### src/rtl/oam_dma.sv
// Sprite OAM DMA engine: a CPU write to TRIGGER_ADDR halts the CPU and copies
// XFER_LEN bytes from page {page, 00} to DEST_ADDR as alternating read/write cycles.
module oam_dma #(
    parameter logic [15:0] TRIGGER_ADDR = 16'h4014,
    parameter logic [15:0] DEST_ADDR    = 16'h2004,
    parameter int          XFER_LEN     = 256
) (
    input  logic        clk,
    input  logic        reset,
    input  logic [15:0] cpu_addr,
    input  logic [7:0]  cpu_wdata,
    input  logic        cpu_we,
    input  logic        cpu_rd,
    input  logic [7:0]  mem_rdata,
    output logic        rdy,
    output logic        bus_own,
    output logic [15:0] dma_addr,
    output logic [7:0]  dma_wdata,
    output logic        dma_we,
    output logic        busy,
    output logic        done
);

    typedef enum logic [2:0] {
        IDLE,
        HALT,
        DUMMY,
        ALIGN,
        READ,
        WRITE,
        DONE
    } state_t;

    state_t     state;
    logic [7:0] page;
    logic [8:0] idx;
    logic [8:0] idx_inc;
    logic       parity;

    assign idx_inc = idx + 9'd1;

    // Outputs are registered, so each branch loads the values belonging to the
    // state being entered; dma_wdata doubles as the byte latch between READ and WRITE.
    always_ff @(posedge clk) begin
        if (reset) begin
            state     <= IDLE;
            page      <= 8'd0;
            idx       <= 9'd0;
            parity    <= 1'b0;
            rdy       <= 1'b1;
            busy      <= 1'b0;
            done      <= 1'b0;
            bus_own   <= 1'b0;
            dma_we    <= 1'b0;
            dma_addr  <= 16'd0;
            dma_wdata <= 8'd0;
        end else begin
            parity    <= ~parity;
            done      <= 1'b0;
            bus_own   <= 1'b0;
            dma_we    <= 1'b0;
            dma_addr  <= 16'd0;
            dma_wdata <= 8'd0;
            case (state)
                IDLE: begin
                    if (cpu_we && cpu_addr == TRIGGER_ADDR) begin
                        page  <= cpu_wdata;
                        idx   <= 9'd0;
                        state <= HALT;
                        rdy   <= 1'b0;
                        busy  <= 1'b1;
                    end
                end
                HALT: begin
                    // Only a CPU read cycle may be stalled; writes always complete.
                    if (cpu_rd) begin
                        state <= DUMMY;
                    end
                end
                DUMMY: begin
                    // Reads must land on parity 0, so odd parity here goes straight to READ.
                    if (parity) begin
                        state    <= READ;
                        bus_own  <= 1'b1;
                        dma_addr <= {page, idx[7:0]};
                    end else begin
                        state <= ALIGN;
                    end
                end
                ALIGN: begin
                    state    <= READ;
                    bus_own  <= 1'b1;
                    dma_addr <= {page, idx[7:0]};
                end
                READ: begin
                    state     <= WRITE;
                    bus_own   <= 1'b1;
                    dma_we    <= 1'b1;
                    dma_addr  <= DEST_ADDR;
                    dma_wdata <= mem_rdata;
                end
                WRITE: begin
                    idx <= idx_inc;
                    if (int'(idx_inc) < XFER_LEN) begin
                        state    <= READ;
                        bus_own  <= 1'b1;
                        dma_addr <= {page, idx_inc[7:0]};
                    end else begin
                        state <= DONE;
                        done  <= 1'b1;
                        rdy   <= 1'b1;
                        busy  <= 1'b0;
                    end
                end
                DONE: begin
                    state <= IDLE;
                end
                default: begin
                    state <= IDLE;
                    rdy   <= 1'b1;
                    busy  <= 1'b0;
                end
            endcase
        end
    end

endmodule

### config.mk
export PLATFORM = sky130hd
export DESIGN_NAME = oam_dma
export DESIGN_NICKNAME = d
export VERILOG_FILES = /design/src/rtl/oam_dma.sv
export SDC_FILE = /design/constraint.sdc
export NUM_CORES = 1
export LEC_CHECK = 0
export ABC_AREA = 0
export CAP_MARGIN = 20
export CORE_MARGIN = 3
export CORE_UTILIZATION = 50
export DETAILED_ROUTE_END_ITERATION = 16
export PLACE_DENSITY_LB_ADDON = 0.2
export SLEW_MARGIN = 20
export SYNTH_ARGS = -nofsm -noshare
export SYNTH_HDL_FRONTEND = slang
export SYNTH_SLANG_ARGS = --single-unit
### constraint.sdc
create_clock -name clk -period 3.7 [get_ports clk]
set_input_delay 0.555 -clock clk [delete_from_list [all_inputs] [get_ports clk]]
set_output_delay 0.555 -clock clk [all_outputs]
set_load 0.01 [all_outputs]
# == After elaboration in Yosys (flattened, before gate mapping) ==
# Index checks and enable logic that the tools add are counted.
# totals
regBits,50
output_inout_bits,29
inputBits,36
# op_classes
bitwise_logic,4
n_mux,21
n_lt_le_gt_ge,1
add_sub_neg,1
reduce_logical,11
n_eq_ne,10
# op_table
operator,n
$pmux 16 s4,1
$mux 16,2
$pmux 3 s6,1
$pmux 9 s2,1
$eq 16x15->1 const B,1
$add 9x1->9 const B,1
$eq 3x3->1 const B,3
$lt 9x9->1 const B,1
$mux 3,3
$mux 9,1
$pmux 1 s3,3
$mux 1,8
$eq 3x2->1 const B,2
$ne 2x2->1 const B,3
$reduce_and 2->1,3
$reduce_or 2->1,3
$reduce_or 5->1,1
$not 1->1,4
$eq 3x1->1 const B,1
$logic_not 3->1,1
$reduce_and 3->1,1
$mux 2,1
$reduce_bool 2->1,1
$logic_and 1x1->1,1

# == Depth between registers and ports, before layout ==
# depth
word_depth,4
ltp_mapped,6

# == Worst setup path after synthesis ==
# Ideal clock, no wire load.
# synth_timing
kind,in2reg
from,input cpu_addr[1]
to,register state[1]
stages,5
n_path_buf,1
t_arrival_ns,1.543
required_time_ns,3.597
slack_ns,2.054
setup_time_ns,0.103
path_cell_list,nor4b_2 -> and4b_1 -> buf_4 -> a21boi_2 -> a2111oi_2
# synth_between
elab_chain_len,4
# synth_lines
element,line_no,source
"start, declared",10,"input logic [15:0] cpu_addr,"
$eq 16x15->1,66,if (cpu_we && cpu_addr == TRIGGER_ADDR) begin
$logic_and 1x1->1,66,
$ne 2x2->1 (no line),n/a,
$reduce_and 2->1 (no line),n/a,
"end signal, assigned",69,state <= HALT;
"end signal, assigned",77,state <= DUMMY;
"end signal, assigned",83,state <= READ;
"end, declared",34,state_t state;
# No other way between the ends.
# A chain may end at the register's enable or synchronous reset.

# == Worst setup path after layout ==
# layout_timing
from,input cpu_addr[8]
to,register idx[5]
# layout_between
elab_chain_len,4
# layout_lines
element,line_no,source
$eq 16x15->1,66,
$logic_and 1x1->1,66,
$ne 2x2->1 (no line),n/a,
$reduce_and 2->1 (no line),n/a,
"end signal, assigned",103,idx <= idx_inc;
"end, declared",36,logic [8:0] idx;
# No other way between the ends.

==> metrics.cfg <==
[place]
port_buffers = 64
dp.cells = 334
globalplace.congestion = 0.877
hpwl_um = 3470

[logic_synthesis]
synth_cells = 236
ys_seq_area_share_pct = 45.5
synth-edff-count = 0
synth_ff_type = dfxtp_1
synthesis.area_sq_mm = 0.00220
ys_warn_count = 0
yosysUniqueCellTypes = 56
ys_ff_latch = 50
async_flop_share_pct = 0
synth_area_per_cell_sq_um = 9.32
syn_nets = 273

[pwr]
p_clk_share_pct = 35.1
power_density_mw_per_mm2 = 312
p_comb_share_pct = 5.3
swShare_pct = 19.9
leakage_nw = 0.991
intPower_uw = 725
irDropWorstVdd_v = 0.000176
switchingPower_uw = 180
seqPwrFrac_pct = 59.5

[timing]
hold_viol = 0
finalCritPeriodShare_pct = 57.3
slew_viol_final = 0
fmax_mhz = 472
post-route-min-period_ns = 2.12
relSlewSlack_pct = 68.6
finClkSkew_ns = 0.00861
fin_tns_setup_ns = 0
tightestPinTransition_ns = 0.470
rsz0062_at_grt = no
finalSetupViolations = 0

[global_route]
grt_first_pass_wirelength_um = 8090
grt_max_degree = 27
overflow = 0
grt_usage_pct = 19.3
grt_pass1_vias = 1725
antenna_found_initial = 0

[cts]
cts_buffers = 5
cts_setup_buffers = 0
cts_max_level = 2
clk-insertion-delay-late_ns = 0.30
cts_buffer_depth = 2
cts.clk_slew.worst_paths_ns = 0.08
clkSinkCount = 50
cts_hold_buf = 0
cts_tree = built
root_buffer = clkbuf_8
cts_resized = 0

[route]
ant_nets = 0
wirelength_um = 4840
detail_route.wl_per_cell_um = 14.2
vias = 1938
firstDrtPassIters = 4
vias_per_cell = 5.67
drc_errors = 0
drtIter0Drc = 199

[final_layout]
diodes = 0
fin_nets = 328
drive_gt1_share_pct = 9.25
post-route-util_pct = 70.6
area_growth_pct = 32.1
stdcell_count = 342

[run_status]
status = finished clean

[die]
die_w_um = 72.3
die_y_um = 72.3
ios = 65
fp.dieArea_sq_mm = 0.00523
core_area_sq_mm = 0.00412
initial_utilization_pct = 53.5
rows = 23

[worst_hold_path]
hold_path_class = reg2reg

[worst_setup_path]
required_ns = 3.87
arrival_ns = 2.29
start_kind = input pin
critPathCaptureType = register
crit_type = in2reg
rrSetupSlack_ns = 1.66
worst-path-max-fanout = 12

[job]
cap_violations = 0

## power groups by stage
stage | sequential [mW] | combinational [mW] | clock, mW
after floorplan | 0.552 | 0.00873 | 0
after CTS | 0.539 | 0.0485 | 0.326
after detailed placement | 0.552 | 0.0484 | 0
after global placement | 0.552 | 0.0482 | 0
after global routing | 0.539 | 0.0517 | 0.349
final | 0.539 | 0.0482 | 0.318
## cell usage in the layout (no fill, tap or decap), types with 4 or more instances in the layout
cell / instances
nand2_1: 12
a21o_1: 4
nor2_1: 9
o21ai_0: 17
a311oi_1: 4
nand3_1: 5
and2_1: 17
a21oi_1: 23
clkbuf_8: 6
nand2b_1: 5
clkdlybuf4s50_1: 64
nand4_1: 11
nor3_1: 7
dfxtp_1: 50
## sequential cells by signal (all words and copies together) (netlist names)
name and flops:
bus_own 1, busy 1, dma_addr 16, dma_wdata 8, dma_we 1, done 1, idx 9, page 8
parity 1, rdy 1, state 3
## Yosys cell counts, drive strengths merged, types with 2 or more instances
cell | n | share of area (%)
a211oi | 3 | 1.6
a21o | 4 | 1.4
a21oi | 23 | 5.2
a311oi | 4 | 1.6
a31oi | 4 | 1.8
and2 | 17 | 4.8
and3 | 3 | 0.91
buf | 10 | 3.2
clkbuf | 8 | 1.5
dfxtp | 50 | 46
inv | 3 | 0.51
nand2 | 12 | 2.0
nand2b | 5 | 1.4
nand3 | 6 | 1.6
nand3b | 2 | 1.3
nand4 | 12 | 3.7
nor2 | 10 | 1.8
nor3 | 8 | 2.0
nor4 | 3 | 1.8
nor4b | 3 | 1.5
o211ai | 3 | 1.3
o21a | 3 | 1.0
o21ai | 19 | 4.3
o22ai | 3 | 0.85
o31ai | 2 | 0.68
or2 | 2 | 0.57
or3 | 2 | 0.57
## area by class of cell
type,count,area [sq um]
multi-input cells,165,1080
flip-flops and latches,50,1000
fillers,341,1210
clock buffers,7,86.3
clock inverters,1,5.00
inverters,3,11.3
well taps,50,62.6
repair buffers,66,656
## worst max-delay path: stages
cell             delay [ns]
clkdlybuf4s50_1        0.41
nor4_2                 0.29
nand4_1                0.39
o21ai_1                0.49
a311oi_1               0.16
## logic make-up after synthesis
group	synth area share, %
adder cells (fa/ha/maj)	0.569
AO/OA/AOI/OAI	22.2
buffers and inverters	5.18
flip-flops	45.5
AND/OR/NAND/NOR	26.6
## through the flow
step / hold slack, ns / power (mW) / instance area, sq um / setup slack [ns]
after floorplan: 0.420 / 0.560 / 2200 / 2.05
after global placement: 0.428 / 0.600 / 2820 / 1.32
after detailed placement: 0.438 / 0.600 / 2820 / 1.25
after CTS: 0.458 / 0.914 / 2910 / 1.58
after global routing: 0.477 / 0.940 / 2910 / 1.38
final: 0.453 / 0.905 / 2910 / 1.58
## path summary, 6_finish.rpt
path                         start                      end  cells after the start
max reg2reg  state[0]$_SDFFE_PP0P_      idx[5]$_SDFFE_PP0P_                      5
max                    cpu_addr[8]      idx[5]$_SDFFE_PP0P_                      5
min reg2reg   page[2]$_SDFFE_PP0P_  dma_addr[10]$_SDFF_PP0_                      1
min           page[2]$_SDFFE_PP0P_  dma_addr[10]$_SDFF_PP0_                      1
## metal layers
| metal | vias to the layer above | track usage, % | share of wire [%] |
|---|---|---|---|
| met4 | 0 | 5.64 | 1.2 |
| li1 | 978 | - | - |
| met5 | - | 0 | 0 |
| met1 | 870 | 27.2 | 46 |
| met2 | 82 | 29.2 | 45 |
| met3 | 8 | 4.85 | 8.4 |
(Power assumes the default switching activity.)
